**config.mk**
```make
export PLATFORM = sky130hd
export DESIGN_NAME = spi_loopback
export DESIGN_NICKNAME = d
export VERILOG_FILES = /design/src/rtl/spi_pkg.sv /design/src/rtl/spi_master.sv /design/src/rtl/spi_slave.sv /design/src/rtl/spi_loopback.sv
export SDC_FILE = /design/constraint.sdc
export NUM_CORES = 1
export LEC_CHECK = 0
export BUFFER_PORTS_ARGS = -buffer_cell sky130_fd_sc_hd__clkbuf_2
export CORE_MARGIN = 2
export CORE_UTILIZATION = 62
export DETAILED_ROUTE_END_ITERATION = 8
export PLACE_DENSITY = 0.84
export SYNTH_ARGS = -nofsm -noshare
export SYNTH_HDL_FRONTEND = slang
export SYNTH_HIERARCHICAL = 1
export SYNTH_SLANG_ARGS = --single-unit
```
**constraint.sdc**
```tcl
create_clock -name clk -period 6.2 [get_ports clk]
set_clock_uncertainty 0.2 [all_clocks]
set_input_delay 1.24 -clock clk [delete_from_list [all_inputs] [get_ports clk]]
set_output_delay 1.24 -clock clk [all_outputs]
set_load 0.01 [all_outputs]
```
**src/rtl/spi_pkg.sv**
```systemverilog
// Shared definitions for the SPI loopback master/slave pair.
package spi_pkg;

    // Master frame sequencing states.
    typedef enum logic [1:0] {
        M_IDLE,
        M_LEAD,
        M_XFER,
        M_TRAIL
    } master_state_e;

    // System clocks per SCLK half period (integer division).
    function automatic int calc_half(input int sys_hz, input int spi_hz);
        return sys_hz / (2 * spi_hz);
    endfunction

    // Data is sampled on the leading edge for CPHA=0 and on the trailing
    // edge for CPHA=1; the leading edge is rising when CPOL=0. The
    // combination collapses to "sample on rising edge when CPOL==CPHA".
    // The shift edge is always the opposite one.
    function automatic logic sample_on_rise(input int cpol, input int cpha);
        return logic'(cpol == cpha);
    endfunction

endpackage

```
**src/rtl/spi_master.sv**
```systemverilog
// SPI master: SCLK divider, frame FSM and MSB-first shift registers.
module spi_master
    import spi_pkg::*;
#(
    parameter int SYS_HZ = 50_000_000,
    parameter int SPI_HZ = 5_000_000,
    parameter int W      = 8,
    parameter int CPOL   = 0,
    parameter int CPHA   = 0
) (
    input  logic         clk,
    input  logic         rst_n,
    input  logic         start_i,
    input  logic [W-1:0] data_i,
    input  logic         miso_i,
    output logic         sclk_o,
    output logic         cs_n_o,
    output logic         mosi_o,
    output logic         finish_o,
    output logic [W-1:0] data_o
);

    localparam int   HALF        = calc_half(SYS_HZ, SPI_HZ);
    localparam logic SAMPLE_RISE = sample_on_rise(CPOL, CPHA);
    localparam int   CNT_W       = $clog2(HALF + 1);
    localparam int   EDGE_W      = $clog2(2 * W + 1);
    localparam logic IDLE_SCLK   = logic'(CPOL != 0);

    // The slave needs up to 3 cycles to react to an edge; fewer system
    // clocks per half period cannot be made to work.
    if (HALF < 4) begin : g_half_check
        $error("spi_master: system_clk_frequency/(2*spi_clk_frequency) must be >= 4");
    end

    master_state_e     state_q, state_d;
    logic [CNT_W-1:0]  cnt_q, cnt_d;
    logic [EDGE_W-1:0] edges_q, edges_d;
    logic              sclk_q, sclk_d;
    logic              cs_n_q, cs_n_d;
    logic              mosi_q, mosi_d;
    logic              finish_q, finish_d;
    logic [W-1:0]      tx_q, tx_d;
    logic [W-1:0]      rx_q, rx_d;
    logic [W-1:0]      dout_q, dout_d;
    logic              tick;

    assign tick = (cnt_q == CNT_W'(HALF - 1));

    // State and datapath registers; reset aborts any frame in flight.
    always_ff @(posedge clk or negedge rst_n) begin
        if (!rst_n) begin
            state_q  <= M_IDLE;
            cnt_q    <= '0;
            edges_q  <= '0;
            sclk_q   <= IDLE_SCLK;
            cs_n_q   <= 1'b1;
            mosi_q   <= 1'b0;
            finish_q <= 1'b0;
            tx_q     <= '0;
            rx_q     <= '0;
            dout_q   <= '0;
        end else begin
            state_q  <= state_d;
            cnt_q    <= cnt_d;
            edges_q  <= edges_d;
            sclk_q   <= sclk_d;
            cs_n_q   <= cs_n_d;
            mosi_q   <= mosi_d;
            finish_q <= finish_d;
            tx_q     <= tx_d;
            rx_q     <= rx_d;
            dout_q   <= dout_d;
        end
    end

    // Next-state logic: LEAD and XFER share the toggle path, the lead-in
    // ending with the first SCLK edge.
    always_comb begin
        state_d  = state_q;
        cnt_d    = cnt_q;
        edges_d  = edges_q;
        sclk_d   = sclk_q;
        cs_n_d   = cs_n_q;
        mosi_d   = mosi_q;
        finish_d = 1'b0;
        tx_d     = tx_q;
        rx_d     = rx_q;
        dout_d   = dout_q;
        unique case (state_q)
            M_IDLE: begin
                cnt_d = '0;
                if (start_i) begin
                    // For CPHA=0 the MSB goes out now, so preload the shifter
                    // with the remaining bits; CPHA=1 drives MSB on edge 1.
                    tx_d    = (CPHA == 0) ? (data_i << 1) : data_i;
                    mosi_d  = (CPHA == 0) ? data_i[W-1] : 1'b0;
                    cs_n_d  = 1'b0;
                    edges_d = '0;
                    state_d = M_LEAD;
                end
            end
            M_LEAD, M_XFER: begin
                if (tick) begin
                    cnt_d   = '0;
                    sclk_d  = ~sclk_q;
                    edges_d = edges_q + EDGE_W'(1);
                    if ((~sclk_q) == SAMPLE_RISE) begin
                        rx_d = {rx_q[W-2:0], miso_i};
                    end else begin
                        mosi_d = tx_q[W-1];
                        tx_d   = tx_q << 1;
                    end
                    state_d = (edges_q == EDGE_W'(2 * W - 1)) ? M_TRAIL : M_XFER;
                end else begin
                    cnt_d = cnt_q + CNT_W'(1);
                end
            end
            M_TRAIL: begin
                if (tick) begin
                    cnt_d    = '0;
                    cs_n_d   = 1'b1;
                    mosi_d   = 1'b0;
                    finish_d = 1'b1;
                    dout_d   = rx_q;
                    state_d  = M_IDLE;
                end else begin
                    cnt_d = cnt_q + CNT_W'(1);
                end
            end
            default: state_d = M_IDLE;
        endcase
    end

    assign sclk_o   = sclk_q;
    assign cs_n_o   = cs_n_q;
    assign mosi_o   = mosi_q;
    assign finish_o = finish_q;
    assign data_o   = dout_q;

endmodule

```
**src/rtl/spi_slave.sv**
```systemverilog
// SPI slave: 2-FF synchronizers, edge detection and MSB-first shifters.
module spi_slave
    import spi_pkg::*;
#(
    parameter int W    = 8,
    parameter int CPOL = 0,
    parameter int CPHA = 0
) (
    input  logic         clk,
    input  logic         rst_n,
    input  logic         sclk_i,
    input  logic         cs_n_i,
    input  logic         mosi_i,
    input  logic [W-1:0] data_i,
    output logic         miso_o,
    output logic [W-1:0] data_o,
    output logic         valid_o
);

    localparam logic SAMPLE_RISE = sample_on_rise(CPOL, CPHA);
    localparam int   BIT_W       = $clog2(W + 1);
    localparam logic IDLE_SCLK   = logic'(CPOL != 0);

    logic              sclk_s1_q, sclk_s2_q, sclk_s3_q;
    logic              cs_s1_q, cs_s2_q, cs_s3_q;
    logic              mosi_s1_q, mosi_s2_q;
    logic [W-1:0]      tx_q;
    logic [W-2:0]      rx_q;
    logic [BIT_W-1:0]  bitcnt_q;
    logic              miso_q;
    logic [W-1:0]      dout_q;
    logic              valid_q;
    logic              sclk_rise, sclk_fall, cs_fall, cs_rise;
    logic              sample_edge, shift_edge;
    logic [W-1:0]      rx_next;

    assign sclk_rise   = sclk_s2_q & ~sclk_s3_q;
    assign sclk_fall   = ~sclk_s2_q & sclk_s3_q;
    assign cs_fall     = ~cs_s2_q & cs_s3_q;
    assign cs_rise     = cs_s2_q & ~cs_s3_q;
    assign sample_edge = ~cs_s2_q & (SAMPLE_RISE ? sclk_rise : sclk_fall);
    assign shift_edge  = ~cs_s2_q & (SAMPLE_RISE ? sclk_fall : sclk_rise);
    assign rx_next     = {rx_q, mosi_s2_q};

    // Synchronizers; the third stage keeps the previous value for edge detection.
    always_ff @(posedge clk or negedge rst_n) begin
        if (!rst_n) begin
            sclk_s1_q <= IDLE_SCLK;
            sclk_s2_q <= IDLE_SCLK;
            sclk_s3_q <= IDLE_SCLK;
            cs_s1_q   <= 1'b1;
            cs_s2_q   <= 1'b1;
            cs_s3_q   <= 1'b1;
            mosi_s1_q <= 1'b0;
            mosi_s2_q <= 1'b0;
        end else begin
            sclk_s1_q <= sclk_i;
            sclk_s2_q <= sclk_s1_q;
            sclk_s3_q <= sclk_s2_q;
            cs_s1_q   <= cs_n_i;
            cs_s2_q   <= cs_s1_q;
            cs_s3_q   <= cs_s2_q;
            mosi_s1_q <= mosi_i;
            mosi_s2_q <= mosi_s1_q;
        end
    end

    // Frame datapath: load on select, shift/sample on synchronized edges.
    always_ff @(posedge clk or negedge rst_n) begin
        if (!rst_n) begin
            tx_q     <= '0;
            rx_q     <= '0;
            bitcnt_q <= '0;
            miso_q   <= 1'b0;
            dout_q   <= '0;
            valid_q  <= 1'b0;
        end else begin
            valid_q <= 1'b0;
            if (cs_fall) begin
                tx_q     <= (CPHA == 0) ? (data_i << 1) : data_i;
                miso_q   <= (CPHA == 0) ? data_i[W-1] : 1'b0;
                bitcnt_q <= '0;
            end else if (cs_rise) begin
                bitcnt_q <= '0;
            end else begin
                if (sample_edge) begin
                    rx_q <= rx_next[W-2:0];
                    if (bitcnt_q == BIT_W'(W - 1)) begin
                        dout_q   <= rx_next;
                        valid_q  <= 1'b1;
                        bitcnt_q <= '0;
                    end else begin
                        bitcnt_q <= bitcnt_q + BIT_W'(1);
                    end
                end
                if (shift_edge) begin
                    miso_q <= tx_q[W-1];
                    tx_q   <= tx_q << 1;
                end
            end
        end
    end

    assign miso_o  = miso_q;
    assign data_o  = dout_q;
    assign valid_o = valid_q;

endmodule

```
**src/rtl/spi_loopback.sv**
```systemverilog
// SPI master and slave wired back to back on one system clock.
module spi_loopback
    import spi_pkg::*;
#(
    parameter int system_clk_frequency = 50_000_000,
    parameter int spi_clk_frequency    = 5_000_000,
    parameter int data_width           = 8,
    parameter int CPOL                 = 0,
    parameter int CPHA                 = 0
) (
    input  logic                  clk,
    input  logic                  rst_n,
    input  logic [data_width-1:0] data_master_in,
    input  logic [data_width-1:0] data_slave_in,
    input  logic                  start_master,
    output logic                  finish_master,
    output logic [data_width-1:0] data_master_out,
    output logic [data_width-1:0] data_slave_out,
    output logic                  data_valid_slave
);

    logic sclk;
    logic cs_n;
    logic mosi;
    logic miso;

    spi_master #(
        .SYS_HZ (system_clk_frequency),
        .SPI_HZ (spi_clk_frequency),
        .W      (data_width),
        .CPOL   (CPOL),
        .CPHA   (CPHA)
    ) u_master (
        .clk      (clk),
        .rst_n    (rst_n),
        .start_i  (start_master),
        .data_i   (data_master_in),
        .miso_i   (miso),
        .sclk_o   (sclk),
        .cs_n_o   (cs_n),
        .mosi_o   (mosi),
        .finish_o (finish_master),
        .data_o   (data_master_out)
    );

    spi_slave #(
        .W    (data_width),
        .CPOL (CPOL),
        .CPHA (CPHA)
    ) u_slave (
        .clk     (clk),
        .rst_n   (rst_n),
        .sclk_i  (sclk),
        .cs_n_i  (cs_n),
        .mosi_i  (mosi),
        .data_i  (data_slave_in),
        .miso_o  (miso),
        .data_o  (data_slave_out),
        .valid_o (data_valid_slave)
    );

endmodule

```
==> Word level (Yosys, flattened, before mapping) <==
Index checks and enable logic that the tools add are counted.
{ "totals": {"out_inout_bits": 18, "word_cells": 107, "regBits": 75} }
{ "classes": {"reduce_logical": 18, "mux": 38, "bitwise_logic": 13, "eq_ne": 11, "addsub": 3} }
{ "op_table": {"columns": ["cell", "count"], "rows": [
  ["$mux W8", 6],
  ["$mux W1", 16],
  ["$mux W4", 4],
  ["$pmux W8 S2", 1],
  ["$reduce_and A3 Y1", 5],
  ["$reduce_and A4 Y1", 3],
  ["$mux W5", 2],
  ["$pmux W5 S2", 1],
  ["$ne A2 B1 Y1 const B", 4],
  ["$not A1 Y1", 7],
  ["$and A1 B1 Y1", 6],
  ["$mux W2", 3],
  ["$pmux W2 S3", 1],
  ["$pmux W3 S2", 1],
  ["$reduce_and A2 Y1", 3],
  ["$reduce_bool A2 Y1", 3],
  ["$add A5 B1 Y5 const B", 1],
  ["$eq A5 B4 Y1 const B", 1],
  ["$add A4 B1 Y4 const B", 1],
  ["$eq A2 B2 Y1 const B", 2],
  ["$eq A4 B3 Y1 const B", 1],
  ["$add A3 B1 Y3 const B", 1],
  ["$eq A3 B3 Y1 const B", 1],
  ["$mux W3", 1],
  ["other kinds (8)", 8]
]} }

==> Logic depth before layout (Yosys ltp) <==
Gate-level depths: netlist (run 1).
{ "depth": {"ltp_word": 6, "ltp_mapped": 7, "mapped_depth_nobuf": 6} }

==> Modules after synthesis <==
The synthesis (run 1) kept the hierarchy.
{ "by_module_without_submodules": {"columns": ["mod", "area_each_um2", "n_inst", "cells_per_inst"], "rows": [
  ["spi_master", 1702.9, 1, 146],
  ["spi_slave", 1530.2, 1, 101]
]} }

==> Least setup slack after synthesis (run 1) <==
Ideal clock, no wire load.
{ "synth_timing": {"kind": "in2reg", "start": "input port start_master", "end": "register u_master.edges_q[0]", "setup_slack_ns": 3.851, "cell_stages": 4, "arrival_ns": 2.028, "path_buffers": 0, "path_cell_list": "and2b_1 nor2_1 mux2_2 a22o_1"} }
{ "synth_via": {"elab_chain_cells": 2} }
{ "synth_lines": {"columns": ["element", "line_no", "text"], "rows": [
  ["start: declaration", "spi_loopback.sv:15", "input logic start_master,"],
  ["$ne A2 B2 Y1 (no line)", null, null],
  ["$reduce_and A3 Y1 (no line)", null, null],
  ["end signal: assignment", "spi_master.sv:65", "edges_q <= edges_d;"],
  ["end: declaration", "spi_master.sv:37", "logic [EDGE_W-1:0] edges_q, edges_d;"]
]} }
No other way between the ends.
A chain may end at the register's enable or synchronous reset.

==> Worst setup path in the final report (run 1) <==
{ "layout_timing": {"start": "register u_master.state_q[1]", "end": "register u_master.tx_q[1]"} }
{ "layout_via": {"elab_chain_cells": 4} }
{ "layout_lines": {"columns": ["element", "line_no", "text"], "rows": [
  ["start: declaration", "spi_master.sv:35", "master_state_e state_q, state_d;"],
  ["start signal: assignment", "spi_master.sv:63", "state_q <= state_d;"],
  ["$eq A2 B1 Y1 or $eq A2 B2 Y1 (tied branches)", "spi_master.sv:89", "unique case (state_q)"],
  ["$reduce_or A2 Y1", "spi_master.sv:89", null],
  ["$ne A2 B1 Y1 (no line) or $reduce_bool A2 Y1 (tied branches)", null, null],
  ["$reduce_and A4 Y1 (no line)", null, null],
  ["end signal: assignment", "spi_master.sv:70", "tx_q <= tx_d;"],
  ["end: declaration", "spi_master.sv:42", "logic [W-1:0] tx_q, tx_d;"]
]} }
Several ways; a longest one is shown, not always the timed one.

==> summary.txt, run 1 <==
Die
  – Full die area: between 5000 and 6000 um^2
  – Die Span Y: roughly 76 um
  – Rows: 26
  – Io pins: 37
  – Initial Utilization: 63.71%
  – Die width: 76.21 um
  – Core ar.: between 5000 and 6000 um^2

Clock tree
  – CTS tree: yes
  – Htree depth: 3
  – Longest Clk Path Bufs: 2
  – Worst skew pair latency: about 0.34 ns
  – TritonCTS Sinks: 73
  – Cts repair resizes: 0
  – Post-CTS Setup Bufs: 0
  – Reg clk slew, reported paths: around 0.08 ns
  – CTS Hold Bufs: 0
  – Root Driver: clkbuf_8
  – Number of buffers created by CTS: 9

Logic synthesis
  – Synth Area in Compound Gates: under 10%
  – Seq/Total Area, Yosys: 56.66%
  – Ys async rst share: 100.0%
  – Warnings from Yosys: 6
  – Dominant synthesized flop cell: dfrtp_1
  – Mux share of post-synthesis cell area: about a fifth
  – Number of synthesized flops with an enable pin: 0
  – Syn Inst Count: approximately 250
  – Top cells by area, synth: dfrtp_1 (53%), mux2_2 (17%), ha_1 (3.9%), dfstp_2 (3.3%), mux2i_1 (2.8%)
  – Library cells used by synthesis: 41
  – Largest area contributor in the netlist: dfrtp_1
  – Mapped Area: ~3200 um^2
  – Net count after synthesis: 276
  – Top-area cell type share of the netlist area: 53.41%
  – Largest family of logic cells by synthesized area: multiplexers
  – Syn_area_per_cell: 13.09 um^2
  – Simple-gate share of the synthesized area: under 10%
  – Post-synthesis xor/xnor area fraction: 0%
  – Register bit total from synthesis: 73
  – Adder-cell share of the synthesized area: 3.870%

Power and ir drop
  – Leak pwr: 1.838 nW
  – Total power: between 1.5 and 2 mW
  – Power Density: about 480 nW/um^2
  – Maximum VDD drop: 0.3780 mV

Critical path
  – Worst Path Arrival: 2.65 ns
  – Kind of critical path: reg -> reg
  – Max stage delay cell, worst path: ha_1
  – CP startpoint kind: flip-flop
  – RR Endpoint: u_master/tx_q[1]
  – Setup crit end kind: flip-flop
  – CP Buf/Inv Count: 1
  – Critical Path Fanout Max: 23
  – Reg2reg start: u_master/state_q[1]
  – Reg-to-reg slack, setup: 3.62 ns
  – Crit-path cells: inv_1 -> ha_1 -> mux2i_1 -> a211oi_4 -> nand3b_1 -> o21ai_1
  – CP delay by family, top: adder cells
  – Slowest stage delay, CP: ~0.87 ns
  – Cells on worst reg2reg path: 6
  – Req. time, crit path: between 6 and 7 ns

STA
  – Fin crit share: between 40% and 50%
  – Fin. max-slew vios: 0
  – Fin. Hold Viols: 0
  – Setup TNS: 0 ns
  – Unrepaired setup endpoints after global routing: no
  – Fmax achieved: ~390 MHz
  – Tmin final: 2.580 ns
  – Slew margin rel.: between 40% and 50%
  – Final worst slack: 3.620 ns
  – Final setup vio count: 0
  – Worst Max-Slew Pin Slew: 0.8965 ns
  – WHS: around 0.15 ns

Detailed routing
  – DR vias/cell: around 5.4
  – Routed len/inst: 14.19 um
  – DRC: 0
  – Starting DRT DRC Count: between 80 and 90
  – Vias: just under 2,000
  – Drt first pass iters: 4
  – Total wire length: between 5000 and 6000 um
  – Post-DRT Antenna Nets: 0

GRT
  – Grt ovf: 0
  – Vias in the first global route: approximately 1,900
  – Largest net degree at the start of global routing: 74
  – Gr usage total: 19.36%
  – First-pass GRT wire length: ~8800 um
  – Initial antenna violation count: 0

Min path
  – Hold Crit Depth: 0
  – Hold endpoint: u_slave/mosi_s2_q
  – Hold crit path type: reg -> reg
  – Hold Startpoint: u_slave/mosi_s1_q

Cells and area
  – End-of-flow core utilization: 72.73%
  – Ant. Diodes: 0
  – Share of layout cells above drive strength 1: 38.70%
  – Synthesis-to-layout area growth: 14.16%
  – Fin nets: roughly 320

Run
  – Max_cap viols: 0

Placement
  – Dpl ws: between 3 and 4 ns
  – RePlAce Congestion: 0.8011
  – PortBufs: 36
  – Post-DP HPWL: between 3000 and 4000 um

Status
  – Outcome: finished clean
==> power by group <==
part	switching (mW)	internal [mW]	total (mW)
combinational	0.297	0.286	0.583
sequential	0.0970	0.628	0.725
clock	0.182	0.280	0.462
total	0.576	1.19	1.77
==> flip-flops by register name (all words and copies together) (netlist names), 4 cells and up <==
name and flops:
u_slave/data_o 8, u_master/edges_q 5, u_slave/rx_q 7, u_master/rx_q 8, u_master/tx_q 7, u_slave/tx_q 7, u_master/data_o 8, u_slave/bitcnt_q 4
==> kinds of logic (layout without fill, tap and decap cells) <==
group           Yosys count  in the layout
compound gates           29             29
fa+ha+maj                10             10
buf+inv                  18             63
flops                    73             73
mux                      57             57
simple gates             60             60
==> worst max-delay path by stage <==
stage | startpoint | endpoint | slack, ns | depth (start not counted)
after global routing | u_master/state_q[1] | u_master/tx_q[1] | 3.34 | 6
final | u_master/state_q[1] | u_master/tx_q[1] | 3.62 | 6
after CTS | u_slave/cs_s2_q | u_slave/data_o[3] | 3.60 | 5
after floorplan | start_master | u_master/edges_q[0] | 3.85 | 4
after detailed placement | start_master | u_master/tx_q[1] | 3.59 | 5
after global placement | start_master | u_master/tx_q[1] | 3.63 | 5
==> stage by stage <==
| stage | std cells | area, um^2 |
|---|---|---|
| 6_report | 362 | 3691 |
| 5_1_grt | 362 | 3691 |
| 4_1_cts | 362 | 3691 |
| 3_5_place_dp | 346 | 3441 |
| 3_3_place_gp | 346 | 3441 |
| 2_1_floorplan | 247 | 3233 |
==> cells in the final DEF, fill, tap and decap left out, types with 3 or more instances in the layout <==
master and count:
a21oi_1 9, a22o_1 3, and3_1 3, bufinv_16 3
clkbuf_2 35, clkbuf_8 10, dfrtp_1 69, dfstp_2 4
ha_1 10, inv_1 10, mux2_2 48, mux2i_1 9
nand2_1 15, nand3_1 7, nor2_1 15, nor2b_1 3
o21ai_0 6
==> per-layer routing <==
metal / up-vias / GRT usage [%] / share of wire, %
met5: - / 0 / 0
met4: 0 / 6.545 / 1.1
met3: 7 / 7.109 / 3.9
met2: 31 / 31.06 / 49
met1: 965 / 24.51 / 46
li1: 955 / - / -
==> worst reg2reg max path, cell delays in order (launching register included) <==
cell and delay, ns:
dfrtp_1 0.39, inv_1 0.07, ha_1 0.87, mux2i_1 0.25
a211oi_4 0.51, nand3b_1 0.13, o21ai_1 0.09
==> Yosys cell counts (2+ instances only) <==
master    instances
a21oi_1           9
a22o_1            3
and3_1            3
buf_2             3
buf_6             4
dfrtp_1          69
dfstp_2           4
ha_1             10
inv_1            10
mux2_2           48
mux2i_1           9
nand2_1          15
nand3_1           7
nand3b_1          2
nor2_1           15
nor2b_1           3
nor3_1            2
nor3b_1           2
o21ai_0           6
o21bai_1          2
==> final cells by class <==
cell class	instances	area, um^2
inverter	10	37.54
clock inverter	6	112.6
timing repair buffer	37	187.7
multi-input combinational	156	1296
clock buffer	10	137.6
sequential	73	1832
fill	363	1384
tap	70	87.58
No activity file was read; power rests on OpenSTA's default activity.
==> inputs of run 2 (changes only) <==
- CORE_UTILIZATION: 62 -> 52
- PLACE_DENSITY: 0.84 -> 0.75
- clock period: 6.2 -> 2.3 ns (I/O delays scaled with it)
==> run 2 against run 1 <==
Net effect: combinational power grew to 2.8 times the previous value; utilization is 11 points lower; clock-buffer cell count stayed put; cell count is 3.3% higher; sequential share of layout area is 0.13 points lower; sequential power grew to 2.7 times the previous value; design area is 0.27% higher; via count is 2.5% higher; critical path depth is 1 lower; total power grew to 2.6 times the previous value; routed wire length is 5.8% higher; first-iteration DRC count is 42% lower.
==> summary.txt, run 2 (same netlist as run 1, synthesis figures left out) <==
Status
  – Outcome: finished clean

Critical path
  – Setup crit end kind: flip-flop
  – Kind of critical path: reg -> reg
  – Worst Setup SP: u_slave/cs_s2_q
  – CP startpoint kind: flip-flop
  – Reg2reg start: u_slave/cs_s2_q
  – Critical Path Fanout Max: 8 (-65%)
  – Worst Path Arrival: 2.11 ns (-0.54 ns)
  – Req. time, crit path: 2.32 ns (-3.95 ns)
  – RR Endpoint: u_slave/data_o[2]
  – Cells on worst reg2reg path: 5 (-1)
  – Reg-to-reg slack, setup: 0.22 ns (-3.40 ns)

Die
  – Core ar.: 5956 um^2 (+17%)
  – Io pins: 37 (unchanged)
  – Die width: 82.85 um (+8.7%)
  – Initial Utilization: 54.29% (-9.4 points)
  – Die Span Y: 82.85 um (+8.7%)
  – Rows: 28 (+7.7%)
  – Full die area: 6864 um^2 (+18%)

Power and ir drop
  – Power Density: 1225 nW/um^2 (+160%)
  – Leak pwr: 1.848 nW (+0.56%)
  – Maximum VDD drop: 0.7241 mV (+92%)

Min path
  – Hold crit path type: in -> reg
  – Hold Crit Depth: 3 (+3)
  – Hold Startpoint: data_master_in[0]
  – Hold endpoint: u_master/tx_q[1]

STA
  – Final setup vio count: 0 (unchanged)
  – Unrepaired setup endpoints after global routing: no
  – Tmin final: 2.084 ns (-0.4957 ns)
  – Fin. Hold Viols: 0 (unchanged)
  – Worst Max-Slew Pin Slew: 0.5303 ns (-0.3662 ns)
  – Fin. max-slew vios: 0 (unchanged)
  – Fin crit share: 90.61% (+49 points)
  – Setup TNS: 0 ns (unchanged)
  – Fmax achieved: 479.8 MHz (+24%)
  – Slew margin rel.: 64.53% (+24 points)

Clock tree
  – TritonCTS Sinks: 73 (unchanged)
  – Number of buffers created by CTS: 9 (unchanged)
  – Root Driver: clkbuf_8
  – Htree depth: 3 (unchanged)
  – Worst skew pair latency: 0.34 ns (about the same)
  – CTS tree: yes
  – Reg clk slew, reported paths: 0.07 ns (about the same)
  – Longest Clk Path Bufs: 2 (unchanged)
  – Post-CTS Setup Bufs: 0 (unchanged)

GRT
  – First-pass GRT wire length: 9542 um (+8.0%)
  – Gr usage total: 17.22% (-2.1 points)
  – Grt ovf: 0 (unchanged)
  – Largest net degree at the start of global routing: 30 (-59%)
  – Vias in the first global route: 2,130 (+10%)
  – Initial antenna violation count: 0 (unchanged)

Placement
  – RePlAce Congestion: 0.7737 (-3.4%)
  – PortBufs: 36 (unchanged)
  – Placed Cells: 357 (+3.2%)
  – Post-DP HPWL: 3785 um (+14%)

Cells and area
  – Fillcell total: 480 (+32%)
  – Ant. Diodes: 0 (unchanged)
  – Final std cells w/o fill: 374 (+3.3%)
  – Reg area: 1832 um^2 (unchanged)
  – Commonest non-fill, non-tap cells in the layout: dfrtp_1 (69), mux2_2 (48), clkbuf_2 (35)
  – Leading cell type in the layout, fill and taps excluded: dfrtp_1
  – Fin nets: 323 (+2.2%)
  – Synthesis-to-layout area growth: 14.47%
  – Multi-input gate area: 1296 um^2 (unchanged)
  – Share of layout cells above drive strength 1: 39.46% (+0.77 points)

Run
  – Max_cap viols: 0 (unchanged)

Detailed routing
  – DR vias/cell: 5.364 (-0.84%)
  – Total wire length: 5432 um (+5.8%)
  – DRC: 0 (unchanged)
  – Vias: 2,006 (+2.5%)
  – Drt first pass iters: 4 (unchanged)
  – Post-DRT Antenna Nets: 0 (unchanged)
  – Routed len/inst: 14.52 um (+2.4%)
  – Starting DRT DRC Count: 49 (-42%)
## run 2: final cells by class
type                       instances  area share [%]
sequential                        73           49.49
clock inverter                     6           1.589
multi-input combinational        156           35.02
inverter                          10           1.014
timing repair buffer              44           6.897
clock buffer                      10           3.448
tap                               75           2.535
## run 2: through the flow
step                      worst slack [ns]  instance area [um^2]  util (%)  hold WS, ns  total power, mW
after global routing               0.06017                  3701     62.14       0.1518            4.865
after CTS                           0.2036                  3701     62.14       0.1472            4.580
after detailed placement            0.2163                  3505     58.84       0.1470            3.598
after floorplan                    0.09139                  3233         -     -0.03559            3.251
final                               0.2160                  3701     62.14       0.1559            4.533
after global placement              0.2612                  3505     58.84       0.1354            3.508
## run 2: worst max path at each step
stage          slack [ns]           endpoint
3_5_place_dp         0.22  u_slave/data_o[2]
3_3_place_gp         0.26  u_slave/data_o[1]
6_report             0.22  u_slave/data_o[2]
4_1_cts              0.20  u_slave/data_o[2]
2_1_floorplan        0.09  u_slave/data_o[0]
5_1_grt              0.06   u_master/tx_q[3]
## run 2: per-layer routing
metal,up-vias,global-route usage [%],part of all wire (%)
met2,36,29.11,51
met4,0,8.048,1.6
met5,-,0,0
met1,999,21.23,44
li1,962,-,-
met3,9,3.479,3.3
## run 2: power by group
group	leakage, nW	switching, mW	total, mW	internal, mW
logic	0.815	0.809	1.61	0.803
registers	0.933	0.271	1.97	1.69
clock network	0.0998	0.460	0.956	0.496
total	1.85	1.54	4.53	2.99
## run 2: worst max-delay path, cell delays in order, from the launching register on
cell      delay, ns
dfstp_2        0.57
inv_1          0.05
ha_1           0.28
and4bb_1       0.21
nor2b_4        0.28
mux2_2         0.37
## run 2: timing repair
item	in CTS	in global routing
resized for setup	0	0
endpoints found under the hold margin	13	0
hold buffers	1	0
